==> src/rtl/sar_search_32_bit.sv <==
// sar_search_32_bit: MSB-first successive-approximation search that recovers
// an unsigned 32-bit target using only the lt/eq/gt flags of an external
// comparator whose B operand is Candidate_Out.
module sar_search_32_bit #(
  parameter int unsigned SETTLE_CYCLES = 0
) (
  input  logic        Clock_In,
  input  logic        Reset_In,
  input  logic        Start_In,
  input  logic        A_Less_Than_B_In,
  input  logic        A_Equal_To_B_In,
  input  logic        A_Greater_Than_B_In,
  output logic [31:0] Candidate_Out,
  output logic [31:0] Result_Out,
  output logic        Busy_Out,
  output logic        Done_Out,
  output logic        Error_Out,
  output logic [5:0]  Steps_Out
);

  localparam logic [1:0] IDLE   = 2'd0;
  localparam logic [1:0] SETTLE = 2'd1;
  localparam logic [1:0] SAMPLE = 2'd2;
  localparam logic [1:0] DONE   = 2'd3;

  // Last settle count value; SETTLE is unreachable when SETTLE_CYCLES is 0.
  localparam logic [3:0] SETTLE_LAST = (SETTLE_CYCLES > 0) ? 4'(SETTLE_CYCLES - 1) : 4'd0;
  // State entered after every candidate update.
  localparam logic [1:0] STEP_STATE = (SETTLE_CYCLES > 0) ? SETTLE : SAMPLE;

  logic [1:0]  state;
  logic [31:0] work;
  logic [4:0]  bit_idx;
  logic [31:0] candidate;
  logic [31:0] result;
  logic        busy;
  logic        done;
  logic        error;
  logic [5:0]  steps;
  logic [3:0]  settle_cnt;

  logic [2:0]  flags;
  logic [31:0] bit_mask;
  logic [31:0] next_mask;
  logic [31:0] kept_work;

  // Per-step helpers: the bit under test, the next bit down, and the work
  // value after deciding the current bit (set only on GT).
  always_comb begin
    flags     = {A_Less_Than_B_In, A_Equal_To_B_In, A_Greater_Than_B_In};
    bit_mask  = 32'd1 << bit_idx;
    next_mask = bit_mask >> 1;
    kept_work = A_Greater_Than_B_In ? (work | bit_mask) : work;
  end

  // Search sequencer and all registered outputs.
  always_ff @(posedge Clock_In) begin
    if (!Reset_In) begin
      state      <= IDLE;
      work       <= '0;
      bit_idx    <= '0;
      candidate  <= '0;
      result     <= '0;
      busy       <= 1'b0;
      done       <= 1'b0;
      error      <= 1'b0;
      steps      <= '0;
      settle_cnt <= '0;
    end else begin
      done <= 1'b0;
      case (state)
        IDLE: begin
          if (Start_In) begin
            work       <= '0;
            bit_idx    <= 5'd31;
            candidate  <= 32'h8000_0000;
            steps      <= '0;
            error      <= 1'b0;
            busy       <= 1'b1;
            settle_cnt <= '0;
            state      <= STEP_STATE;
          end
        end
        SETTLE: begin
          if (settle_cnt == SETTLE_LAST) begin
            settle_cnt <= '0;
            state      <= SAMPLE;
          end else begin
            settle_cnt <= settle_cnt + 4'd1;
          end
        end
        SAMPLE: begin
          steps <= steps + 6'd1;
          case (flags)
            3'b010: begin
              result <= candidate;
              state  <= DONE;
            end
            3'b100, 3'b001: begin
              if (bit_idx != 5'd0) begin
                work      <= kept_work;
                bit_idx   <= bit_idx - 5'd1;
                candidate <= kept_work | next_mask;
                state     <= STEP_STATE;
              end else if (A_Less_Than_B_In) begin
                result <= work;
                state  <= DONE;
              end else begin
                // GT at bit 0 means the target exceeds every reachable value.
                error  <= 1'b1;
                result <= candidate;
                state  <= DONE;
              end
            end
            default: begin
              error  <= 1'b1;
              result <= work;
              state  <= DONE;
            end
          endcase
        end
        DONE: begin
          done  <= 1'b1;
          busy  <= 1'b0;
          state <= IDLE;
        end
        default: state <= IDLE;
      endcase
    end
  end

  assign Candidate_Out = candidate;
  assign Result_Out    = result;
  assign Busy_Out      = busy;
  assign Done_Out      = done;
  assign Error_Out     = error;
  assign Steps_Out     = steps;

endmodule

==> config.mk <==
export PLATFORM = sky130hd
export DESIGN_NAME = sar_search_32_bit
export DESIGN_NICKNAME = d
export VERILOG_FILES = /design/src/rtl/sar_search_32_bit.sv
export SDC_FILE = /design/constraint.sdc
export NUM_CORES = 1
export LEC_CHECK = 0
export ABC_AREA = 1
export BUFFER_PORTS_ARGS = -buffer_cell sky130_fd_sc_hd__buf_4
export CORE_MARGIN = 2
export CORE_UTILIZATION = 52
export DETAILED_ROUTE_END_ITERATION = 6
export PLACE_DENSITY = 0.8
export SLEW_MARGIN = 10
export SYNTH_ARGS = -nofsm -noshare
export SYNTH_HDL_FRONTEND = slang
export SYNTH_SLANG_ARGS = --single-unit
==> constraint.sdc <==
create_clock -name Clock_In -period 1.4 [get_ports Clock_In]
set_input_delay 0 -clock Clock_In [delete_from_list [all_inputs] [get_ports Clock_In]]
set_output_delay 0 -clock Clock_In [all_outputs]
set_load 0.01 [all_outputs]
Word-level counts from Yosys, hierarchy flattened

Cells that the tools add are included.

Register bits: 116
Logic and storage cells: 78

$add $sub $neg: 3
Eq/ne operators: 14
Shift-type cells: 1
Muxes and demuxes: 34
Bitwise operators: 2
Reductions and logical operators: 14

Operator list:

| cell                                             | count |
|---|---|
| 2-to-1 mux 32 bit                                | 9 |
| case mux 32 bit (2 select lines)                 | 3 |
| bitwise OR 32 x 31 -> 32 bit                     | 1 |
| bitwise OR 32 bit                                | 1 |
| << shifter 1 x 5 -> 32 bit, first input constant | 1 |
| 2-to-1 mux 5 bit                                 | 3 |
| != test 2 bit, second input constant             | 6 |
| case mux 6 bit (2 select lines)                  | 1 |
| case mux 5 bit (2 select lines)                  | 1 |
| AND reduction 2 bit                              | 5 |
| 2-to-1 mux 4 bit                                 | 2 |
| case mux 2 bit (4 select lines)                  | 1 |
| case mux 4 bit (2 select lines)                  | 1 |
| 2-to-1 mux 1 bit                                 | 7 |
| adder 6 x 1 -> 6 bit, second input constant      | 1 |
| 2-to-1 mux 6 bit                                 | 1 |
| != test 3 bit, second input constant             | 2 |
| case mux 1 bit (2 select lines)                  | 3 |
| nonzero test 2 bit                               | 3 |
| AND reduction 5 bit                              | 1 |
| nonzero test 5 bit                               | 1 |
| subtractor 5 x 1 -> 5 bit, second input constant | 1 |
| adder 4 x 1 -> 4 bit, second input constant      | 1 |
| == test 2 bit, second input constant             | 2 |
| other kinds (9)                                  | 10 |

Logic depth before layout (Yosys ltp)

Depth in word-level cells: 7
Depth in mapped cells: 10
Gate-level depth less buffers: 8

Worst setup path before layout

OpenSTA, ideal clock, no wires.

Kind: register -> register
Start point: register bit_idx[0]
End point: register work[31]
Setup time: 0.113 ns
Arrival: 1.475 ns
Slack: -0.188 ns
Stages on the path, launching flop included: 11
Path buffers: 3
Clock period less this slack: 1.588 ns
Cell sequence: dfxtp_1 > inv_1 > ha_1 > buf_2 > nand3_4 > nand3_2 > nand2_1 > buf_4 > buf_6 > o21ai_1 > inv_1

Longest elaborated chain between the ends: 6

RTL lines:

| item                             | RTL line | text |
|---|---|---|
| from (decl)                      | 33       | `logic [4:0] bit_idx;` |
| from (signal assigned)           | 102      | `bit_idx <= bit_idx - 5'd1;` |
| << shifter 1 x 5 -> 32 bit       | 51       | `bit_mask = 32'd1 << bit_idx;` |
| bitwise OR 32 bit                | 53       | `kept_work = A_Greater_Than_B_In ? (work \| bit_mask) : work;` |
| 2-to-1 mux 32 bit                | 53       |  |
| 2-to-1 mux 32 bit                | 100      | `if (bit_idx != 5'd0) begin` |
| 2-to-1 mux 32 bit                | 94       | `case (flags)` |
| case mux 32 bit (2 select lines) | 71       | `case (state)` |
| to (signal assigned)             | 101      | `work <= kept_work;` |
| to (decl)                        | 32       | `logic [31:0] work;` |

Parallel ways exist; a longest one is shown, timed or not. The select of a mux whose other input is x is not followed.
A chain may end at the register's enable or synchronous reset.

Final worst setup path

Start point: register bit_idx[0]
End point: register bit_idx[4]

Longest elaborated chain between the ends: 4

RTL lines:

| item                            | RTL line |
|---|---|
| subtractor 5 x 1 -> 5 bit       | 102 |
| 2-to-1 mux 5 bit                | 100 |
| 2-to-1 mux 5 bit                | 94 |
| case mux 5 bit (2 select lines) | 71 |

Parallel ways exist; a longest one is shown, timed or not. The select of a mux whose other input is x is not followed.

==> impl_results.md <==
- Mapped Area: 5630 sq um
- # DRC: 0
- CTS Sinks: about 120
- Top Ports: a little under 80
- Hold Path Cell Cnt: 4
- WL final: 16,600 um
- 1st-iter DRT viols: approximately 440
- Fin crit share: 1.08
- Total number of vias: around 5,800
- Vias in the first global route: between 5,000 and 6,000
- CP startpoint kind: register
- Tot GR Track Use: 0.275
- Initial core utilization: 0.540
- Pins Over Slew Limit: 0
- Hold Crit Start: Reset_In
- Clk_skew: 0.00760 ns
- Dpl cells: around 1,000
- Crit-path slowest cell: dfxtp_4
- Critical Path Sink Type: register
- Mapped Cells: approximately 800
- RSZ-0062 raised after global routing: yes
- Endpoint, Worst Hold: bit_idx[1]$_SDFFE_PN0P_
- Post-layout min period: approximately 1.5 ns
- Final Hold Fails: 0
- Non-Filler Instances: about 1,100
- Worst-path clk slew: roughly 0.06 ns
- Wire length on met1: roughly 6900 um
- Required time worst endpoint: roughly 1.9 ns
- Slew HR: 0.727
- CTS tree: built
- CP peak stage delay: around 0.37 ns
- Wire length of the first global-routing pass: 25,500 um
- Die span in x: about 110 um
- Worst Tran Pin Value: between 0.4 and 0.5 ns
- Fillers: ~740
- Crit path kind: reg2reg
- Met2 routed WL: 8030 um
- Reg2reg path depth: 8
- R2R setup slack: -0.11 ns
- Nets: ~900
- Largest net degree at the start of global routing: 48
- Area delta synth->final: 35.5%
- Average size of a mapped cell: roughly 6.9 sq um
- Synthesized Nets: a little over 800
- Clock Root Buffer: clkbuf_8
- VDD IR max: a little under 0.0008 V
- Skew-Pair Late Insertion Delay: ~0.53 ns
- Critical Path Fanout Max: 5
- CTS buffer count: 17
- Worst reg2reg path endpoint: bit_idx[4]$_SDFFE_PN0P_
- HPWL Detailed: a little under 10,000 um
- Ys Warns: 0
- Initial antenna violation count: 0
- Via density: ~5.5
- Final Setup Violations: 67
- Max Cap Viol: 0
- Die footprint: roughly 12,000 sq um
- Top FF cell, synth: dfxtp_1
- Total iterations of the first detailed-routing run: 5
- Final WS setup: -0.107 ns
- Core Rows: 37
- Core box area: 10,400 sq um
- Async S/R FF share, synth: 0
- Failing checks: negative setup slack
- Top sig layer: met4
- Power density cells: 1160 nW/um^2
- Max Fclk: 664 MHz
- R2R Path Start: bit_idx[0]$_SDFFE_PN0P_
- Per-cell routed wire length: approximately 16 um
- CP Cell Sequence: inv_6, ha_4, nand3_4, nand3_4, buf_12, buf_4, nand3_1, a21oi_2
- CP arrival: 1.96 ns
- Post-route ant nets: 0
- Register Area: 2340 sq um
- Min-Delay Path Class: in2reg
- Max Buffers Root-to-Sink: 2
- H-tree depth: 4
- Total gr overflow: 0
- CP most frequent cell: nand3_4
- Worst hold margin: around 0.34 ns
- Port bufs: between 70 and 80
- # diodes: 0
- Status: finished, violations left
- Area of the multi-input gates: ~3000 sq um
- Distinct cells, synth: 36
- Setup TNS: -2.12 ns
- Final instance area: 7630 sq um
- Metal3 WL: around 1100 um
- Share of cells above drive strength 1: 0.289
- Routability cong.: 0.877
- Post-synthesis register bit count: approximately 120
- Placed cell area: between 6000 and 7000 sq um
- Post-synth EDFFs: 0
- Die H: 108 um
- Leak pwr: around 3.3 nW
- Seq/Total Area, Yosys: 0.413
==> worst max-delay path by stage <==
stage                                  startpoint                             end  slack [ns]  depth (start not counted)
final                     bit_idx[0]$_SDFFE_PN0P_         bit_idx[4]$_SDFFE_PN0P_       -0.11                          8
after global routing      bit_idx[0]$_SDFFE_PN0P_         bit_idx[4]$_SDFFE_PN0P_       -0.17                          8
after CTS                 bit_idx[1]$_SDFFE_PN0P_  Candidate_Out[13]$_SDFFE_PN0P_       -0.03                          8
after detailed placement  bit_idx[0]$_SDFFE_PN0P_  Candidate_Out[13]$_SDFFE_PN0P_       -0.17                          8
after global placement    bit_idx[0]$_SDFFE_PN0P_   Candidate_Out[1]$_SDFFE_PN0P_       -0.06                          8
after floorplan           bit_idx[0]$_SDFFE_PN0P_         bit_idx[0]$_SDFFE_PN0P_       -0.02                          9
==> cells by family after synthesis <==
family                     Yosys count  synth area share
and+or+nand+nor                    389             0.305
buffers and inverters              145             0.117
AOI/OAI and AO/OA                  151             0.145
xor gates and xnor gates             1           0.00156
DFF                                116             0.413
adders and majority gates            8            0.0178
==> cells in the final DEF, fill, tap and decap left out, types with 4 or more instances in the layout <==
| master | n |
|---|---|
| nand2_4 | 7 |
| dlygate4sd3_1 | 6 |
| buf_4 | 110 |
| a21oi_2 | 34 |
| buf_6 | 7 |
| nand2_2 | 7 |
| nand2_1 | 211 |
| o21ai_0 | 38 |
| buf_12 | 9 |
| a21oi_1 | 70 |
| dfxtp_1 | 111 |
| inv_2 | 6 |
| nor2_4 | 8 |
| nor2_1 | 25 |
| clkbuf_16 | 17 |
| inv_1 | 78 |
| nor2_2 | 10 |
| nand4_1 | 22 |
| clkinv_2 | 6 |
| nand3_1 | 80 |
| nand3_2 | 9 |
| buf_8 | 4 |
==> sequential cells by signal (all words and copies together), names as in the netlist, 2 cells and up <==
register       count
Candidate_Out     32
Result_Out        32
Steps_Out          6
bit_idx            5
settle_cnt         4
state              2
work              32
==> where the power goes <==
group	switching (mW)	internal (mW)	leakage (nW)
Clock	1.53	2.42	0.263
Combinational	0.897	0.549	2.07
Sequential	0.0699	3.36	0.939
==> per-stage QoR <==
stage                util  power [mW]  worst slack [ns]
CTS                 0.701        8.60           -0.0346
global route        0.732        9.09            -0.167
detailed placement  0.627        4.65            -0.174
global placement    0.627        4.63           -0.0562
finish              0.732        8.82            -0.107
floorplan               -        4.24           -0.0186
==> metal layers <==
layer,track usage,vias to the layer above
met5,0,-
met4,0.112,0
met3,0.0464,48
met2,0.473,257
met1,0.341,2692
li1,-,2817
==> cells in the mapped netlist (8+ instances only) <==
cell type	instances	area share
a21oi_1	95	0.084
a21oi_2	10	0.016
buf_2	21	0.019
nand2_1	222	0.15
ha_1	8	0.018
nor2_1	35	0.023
nand4_1	22	0.024
inv_1	81	0.054
clkbuf_1	21	0.014
dfxtp_1	116	0.41
o21ai_0	38	0.034
nand3_1	89	0.079
==> worst max-delay path: cells and delay by family (launching register included) <==
family	cells	cell delay [ns]
AOI/OAI and AO/OA	1	0.15
adders and majority gates	1	0.17
buffers and inverters	3	0.39
DFF	1	0.37
and+or+nand+nor	3	0.35
==> final cells by class <==
class                           count  share of cell area
Clock inverter                     10              0.0110
Tap cell                          136              0.0223
Sequential cell                   116               0.306
Inverter                           87              0.0459
Clock buffer                       21              0.0589
Timing Repair inverter              1             0.00213
Timing Repair Buffer              138               0.165
Multi-Input combinational cell    549               0.389
==> timing repair <==
action | 4_1_cts | 5_1_grt
setup buffers | 3 | 2
endpoints found under the setup margin | 82 | 109
hold buffers | 6 | 0
resized for setup | 33 | 78
gates cloned | 2 | 1
hold endpoints to repair | 15 | 0
pin swaps | 7 | 13
(Power assumes the default switching activity.)
